File: config.mk
export PLATFORM = sky130hd
export DESIGN_NAME = eth_loopback_buf_flat
export DESIGN_NICKNAME = d
export VERILOG_FILES = /design/src/rtl/eth_loopback_buf_if.sv /design/src/rtl/eth_loopback_buf.sv /design/src/flat_wrapper.sv
export SDC_FILE = /design/constraint.sdc
export NUM_CORES = 1
export LEC_CHECK = 0
export BUFFER_PORTS_ARGS = -buffer_cell sky130_fd_sc_hd__buf_2
export CAP_MARGIN = 20
export CORE_MARGIN = 5
export CORE_UTILIZATION = 55
export CTS_BUF_LIST = sky130_fd_sc_hd__clkbuf_8
export CTS_CLUSTER_SIZE = 20
export DETAILED_ROUTE_END_ITERATION = 7
export GPL_TIMING_DRIVEN = 0
export HOLD_SLACK_MARGIN = 0.02
export PLACE_DENSITY = 0.74
export SETUP_SLACK_MARGIN = 0.5
export SYNTH_ARGS = -nofsm -noshare
export SYNTH_HDL_FRONTEND = slang
export SYNTH_SLANG_ARGS = --single-unit
export TNS_END_PERCENT = 10
File: constraint.sdc
create_clock -name clk -period 5.1 [get_ports clk]
set_clock_uncertainty 0.1 [all_clocks]
set_input_delay 0.51 -clock clk [delete_from_list [all_inputs] [get_ports clk]]
set_output_delay 0.51 -clock clk [all_outputs]
set_load 0.02 [all_outputs]
File: src/rtl/eth_loopback_buf_if.sv
// Valid/ready framed-stream bundle for the loopback buffer: ingress and egress
// channels with their last sideband, seen from the source (master) or the buffer (slave).
interface eth_loopback_buf_if #(
  parameter int DATA_W = 8
);
  logic [DATA_W-1:0] data_in;
  logic              last_in;
  logic              valid_in;
  logic              ready_out;
  logic [DATA_W-1:0] data_out;
  logic              last_out;
  logic              valid_out;
  logic              ready_in;

  modport master (
    output data_in, last_in, valid_in, ready_in,
    input  ready_out, data_out, last_out, valid_out
  );

  modport slave (
    input  data_in, last_in, valid_in, ready_in,
    output ready_out, data_out, last_out, valid_out
  );
endinterface

File: src/rtl/eth_loopback_buf.sv
// Ethernet loopback FIFO: buffers framed words and returns them either cut-through
// (MODE=0) or store-and-forward (MODE=1) with forced release of oversize packets.
module eth_loopback_buf #(
  parameter int DATA_W = 8,
  parameter int DEPTH  = 16,
  parameter int MODE   = 0
) (
  input  logic                clk,
  input  logic                rst,
  eth_loopback_buf_if.slave   bus,
  output logic [15:0]         pkt_count,
  output logic [7:0]          oversize_count
);

  localparam int AW = $clog2(DEPTH);

  localparam logic [1:0] ST_WAIT  = 2'd0;
  localparam logic [1:0] ST_SEND  = 2'd1;
  localparam logic [1:0] ST_FORCE = 2'd2;

  logic [DATA_W:0] mem [DEPTH];
  logic [AW:0]     wr_ptr;
  logic [AW:0]     rd_ptr;
  logic [AW:0]     pkts_stored;
  logic [AW:0]     pkts_next;
  logic [1:0]      state;
  logic [1:0]      state_next;
  logic [DATA_W:0] head_word;
  logic            empty;
  logic            full;
  logic            vld_int;
  logic            push;
  logic            pop;
  logic            push_last;
  logic            pop_last;
  logic            force_enter;

  assign empty     = (wr_ptr == rd_ptr);
  assign full      = (wr_ptr[AW-1:0] == rd_ptr[AW-1:0]) && (wr_ptr[AW] != rd_ptr[AW]);
  assign head_word = mem[rd_ptr[AW-1:0]];

  // Outputs are forced quiet while reset is held, regardless of stale RAM contents.
  assign bus.ready_out = rst && !full;
  assign bus.valid_out = rst && vld_int;
  assign bus.data_out  = rst ? head_word[DATA_W-1:0] : '0;
  assign bus.last_out  = rst && head_word[DATA_W];

  assign push      = bus.valid_in && bus.ready_out;
  assign pop       = bus.valid_out && bus.ready_in;
  assign push_last = push && bus.last_in;
  assign pop_last  = pop && head_word[DATA_W];
  assign pkts_next = pkts_stored + (AW+1)'(push_last) - (AW+1)'(pop_last);

  assign force_enter = (MODE != 0) && (state == ST_WAIT) && (pkts_stored == '0) && full;

  always_comb begin
    vld_int = !empty;
    if (MODE != 0) begin
      vld_int = (state != ST_WAIT) && !empty;
    end
  end

  always_comb begin
    state_next = state;
    if (MODE != 0) begin
      case (state)
        ST_WAIT: begin
          if (pkts_stored != '0) begin
            state_next = ST_SEND;
          end else if (full) begin
            state_next = ST_FORCE;
          end
        end
        ST_SEND: begin
          if (pop_last && (pkts_next == '0)) begin
            state_next = ST_WAIT;
          end
        end
        ST_FORCE: begin
          // The oversize packet ends here; resume normal release if whole packets queued behind it.
          if (pop_last) begin
            state_next = (pkts_next != '0) ? ST_SEND : ST_WAIT;
          end
        end
        default: state_next = ST_WAIT;
      endcase
    end else begin
      state_next = ST_WAIT;
    end
  end

  always_ff @(posedge clk) begin
    if (!rst) begin
      wr_ptr         <= '0;
      rd_ptr         <= '0;
      pkts_stored    <= '0;
      state          <= ST_WAIT;
      pkt_count      <= '0;
      oversize_count <= '0;
    end else begin
      if (push) begin
        wr_ptr <= wr_ptr + (AW+1)'(1);
      end
      if (pop) begin
        rd_ptr <= rd_ptr + (AW+1)'(1);
      end
      pkts_stored <= pkts_next;
      state       <= state_next;
      if (pop_last) begin
        pkt_count <= pkt_count + 16'd1;
      end
      if (force_enter && (oversize_count != 8'hFF)) begin
        oversize_count <= oversize_count + 8'd1;
      end
    end
  end

  always_ff @(posedge clk) begin
    if (push) begin
      mem[wr_ptr[AW-1:0]] <= {bus.last_in, bus.data_in};
    end
  end

endmodule

File: src/flat_wrapper.sv
// flat-port wrapper written by rule: the top's interface ports become plain ports
module eth_loopback_buf_flat 
#(
  parameter int DATA_W = 8,
  parameter int DEPTH  = 16,
  parameter int MODE   = 0
)
  (clk, rst, pkt_count, oversize_count, bus_data_in, bus_last_in, bus_valid_in, bus_ready_in, bus_ready_out, bus_data_out, bus_last_out, bus_valid_out);
  eth_loopback_buf_if #(.DATA_W(DATA_W)) bus_i ();
  input  logic clk;
  input  logic rst;
  output logic [15:0] pkt_count;
  output logic [7:0] oversize_count;
  input wire logic [$bits(bus_i.data_in)-1:0] bus_data_in;
  input wire logic [$bits(bus_i.last_in)-1:0] bus_last_in;
  input wire logic [$bits(bus_i.valid_in)-1:0] bus_valid_in;
  input wire logic [$bits(bus_i.ready_in)-1:0] bus_ready_in;
  output wire logic [$bits(bus_i.ready_out)-1:0] bus_ready_out;
  output wire logic [$bits(bus_i.data_out)-1:0] bus_data_out;
  output wire logic [$bits(bus_i.last_out)-1:0] bus_last_out;
  output wire logic [$bits(bus_i.valid_out)-1:0] bus_valid_out;
  assign bus_i.data_in = bus_data_in;
  assign bus_i.last_in = bus_last_in;
  assign bus_i.valid_in = bus_valid_in;
  assign bus_i.ready_in = bus_ready_in;
  assign bus_ready_out = bus_i.ready_out;
  assign bus_data_out = bus_i.data_out;
  assign bus_last_out = bus_i.last_out;
  assign bus_valid_out = bus_i.valid_out;
  eth_loopback_buf #(.DATA_W(DATA_W), .DEPTH(DEPTH), .MODE(MODE)) u_core (.clk(clk), .rst(rst), .bus(bus_i), .pkt_count(pkt_count), .oversize_count(oversize_count));
endmodule
==> out/summary.txt <==
Status: completed
Largest net degree at the start of global routing: 17
Min cycle time layout: 3.60 ns
IO buf count: 39
Kind of critical path: flip-flop to primary output
CP arrival: 2.99 ns
Total power per unit cell area: 328 nW/um^2
Max-cap viol count: 0
Slew @ Worst Pin: 1.12 ns
Routed WL per cell: 21.5 um
DP Cell Count: 632
Vias in the first global route: 3916
Pre-antenna DRT Iters: 5
HP Class: input pin to flip-flop
Yosys warns: 0
Relative slew margins: 24.9%
DRT iter0 DRCs: 473
Root Buffer: clkbuf_8
Global Route Usage Sum: 20.3%
# nets final: 499
Reg2Reg Setup Slack: 2.16 ns
#FFs+latches synth: 174
Die Ht: 124 um
First-pass GRT wire length: 22300 um
CP cell instances: clkbuf_1 -> clkbuf_1 -> mux4_2 -> mux4_2 -> and2_1 -> buf_2
Reg clk slew, reported paths: 0.09 ns
Antenna viol nets, final: 0
Largest stage delay, worst path: 0.64 ns
Slew Limit Fails: 0
Syn Inst Count: 410
Clock Latency Late Sink: 0.46 ns
DP HPWL: 9620 um
Die Wd: 124 um
Post-layout util: 63.0%
CTS tree: done
Worst Setup End Kind: primary output
CTS resizes: 0
Worst EP required: 4.49 ns
Post-Route WL: 14300 um
Layout cells sized above 1: 29.2%
Leak Pwr: 2.64 nW
CP Max Fanout: 10
Post-synth ARST share: 0%
Post-synthesis sequential area ratio: 69.5%
RSZ-0062 raised after global routing: false
Area growth syn-to-layout: 12.1%
Initial antenna violation count: 0
# diodes: 0
Yosys cell types: 36
Core Rows: 41
GRT Residual Overflow: 0
EDFF count, synth: 144
Synthesized area: 7090 sq um
VDD IR max: 0.192 mV
Synth Area per Inst: 17.3 sq um
Number of I/O pins: 48
Post-CTS Setup Repair Bufs: 0
Gpl congestion: 0.848
H-Tree Depth: 4
Startpoint types: flip-flop
Area of the multi-input gates: 2000 sq um
Final setup fails: 0
Core Region: 12600 sq um
# hold bufs at CTS: 0
Main synth FF type: edfxtp_1
Endpoints failing hold: 0
Total number of vias: 3971
Register area: 4920 sq um
CTS Buf Count: 17
Total negative slack: 0 ns
Non-filler cells, final: 665
Layout fillers: 914
DR vias/cell: 5.97
Max Freq: 0.278 GHz
CTS Sinks: 174
DRC Markers: 0
Die area: 15300 sq um
Final Cycle Share: 70.7%
Overall power: 2.61 mW
Worst path slowest cell: clkbuf_1
Effective utilization at floorplan: 56.2%
CTS Buffer Depth: 2
worst max-delay path: cells and delay by family (launching register included):
kind | cells | cell delay, ns
buffers and inverters | 3 | 1.14
flip-flops | 1 | 0.32
multiplexers | 2 | 0.91
AND/OR/NAND/NOR | 1 | 0.17
cells by family (layout without fill, tap and decap cells):
family                     Yosys count  after routing  synth area share [%]
AOI/OAI and AO/OA                   40             40                  3.83
xor gates and xnor gates            12             12                  1.48
adders and majority gates            6              6                  1.06
buffers and inverters               35            111                  2.91
DFF                                174            174                  69.5
muxes                               47             47                  14.4
other                                1              8                0.0529
and+or+nand+nor                     95             95                  6.79
synthesized netlist by cell type, types with 2 or more instances:
cell type	number	area, sq um
ha_1	6	75.1
a21oi_1	13	65.1
buf_4	10	75.1
o21ai_0	2	10.0
xor2_1	6	52.6
dfxtp_1	30	601
nand3_1	13	65.1
buf_6	3	33.8
nand3b_1	2	15.0
or4_1	8	60.1
o31ai_1	13	97.6
clkbuf_4	2	15.0
a211oi_1	3	22.5
clkbuf_1	8	30.0
inv_1	5	18.8
buf_2	6	30.0
and2_1	9	56.3
mux2i_1	3	30.0
o311ai_0	5	43.8
nor2_1	25	93.8
xnor2_1	6	52.6
nand2_1	20	75.1
mux4_2	44	991
nand4_1	4	25.0
nor3_1	4	20.0
and3_1	5	31.3
edfxtp_1	144	4320
nand2b_1	3	18.8
flip-flops by register name (all words and copies together) (netlist names), named ones only:
| register | flops |
|---|---|
| u_core.pkt_count | 16 |
| u_core.mem | 144 |
| u_core.rd_ptr | 5 |
| u_core.wr_ptr | 5 |
stage by stage:
step	cell area (sq um)	hold slack, ns	setup WS (ns)
finish	7950	0.288	1.50
global route	7950	0.254	1.34
CTS	7940	0.246	1.43
detailed placement	7590	0.377	1.95
global placement	7530	0.371	1.80
floorplan	7120	0.371	2.55
cell usage in the layout, fill, tap and decap left out, types with 8 or more instances in the layout:
| cell type | instances |
|---|---|
| and2_1 | 9 |
| dfxtp_1 | 30 |
| buf_6 | 8 |
| o31ai_1 | 13 |
| mux4_2 | 44 |
| nand3_1 | 13 |
| clkbuf_1 | 8 |
| buf_4 | 10 |
| buf_2 | 45 |
| or4_1 | 8 |
| a21oi_1 | 13 |
| nand2_1 | 20 |
| conb_1 | 8 |
| nor2_1 | 25 |
| edfxtp_1 | 144 |
| clkbuf_8 | 17 |
routing by layer:
metal	track usage [%]	share of wire (%)
met5	0	0
met4	6.64	1.9
met1	28.9	42
met2	31.3	49
met3	5.03	7.4
final cells by class:
cell class	instances	share of cell area, %
flip-flops and latches	174	62.0
multi-input cells	208	25.2
repair buffers	44	3.16
clock buffers	17	2.94
well taps	172	2.71
plain buffers	30	2.36
clock inverters	15	1.39
inverters	5	0.236
where the power goes:
part	internal [mW]	total (mW)	switching [mW]
registers	1.55	1.55	0.00745
clock network	0.341	0.847	0.505
logic	0.0870	0.205	0.118
path summary, 6_finish.rpt:
path	to	depth (start not counted)	startpoint
setup / recovery	bus_data_out[6]	6	flip-flop
hold reg to reg	u_core.pkt_count[15]	2	u_core.pkt_count[15]
setup reg to reg	u_core.mem[6][0]	6	u_core.wr_ptr[2]
hold / removal	u_core.pkt_count[7]	3	rst
Power figures use the tool's default switching activity.
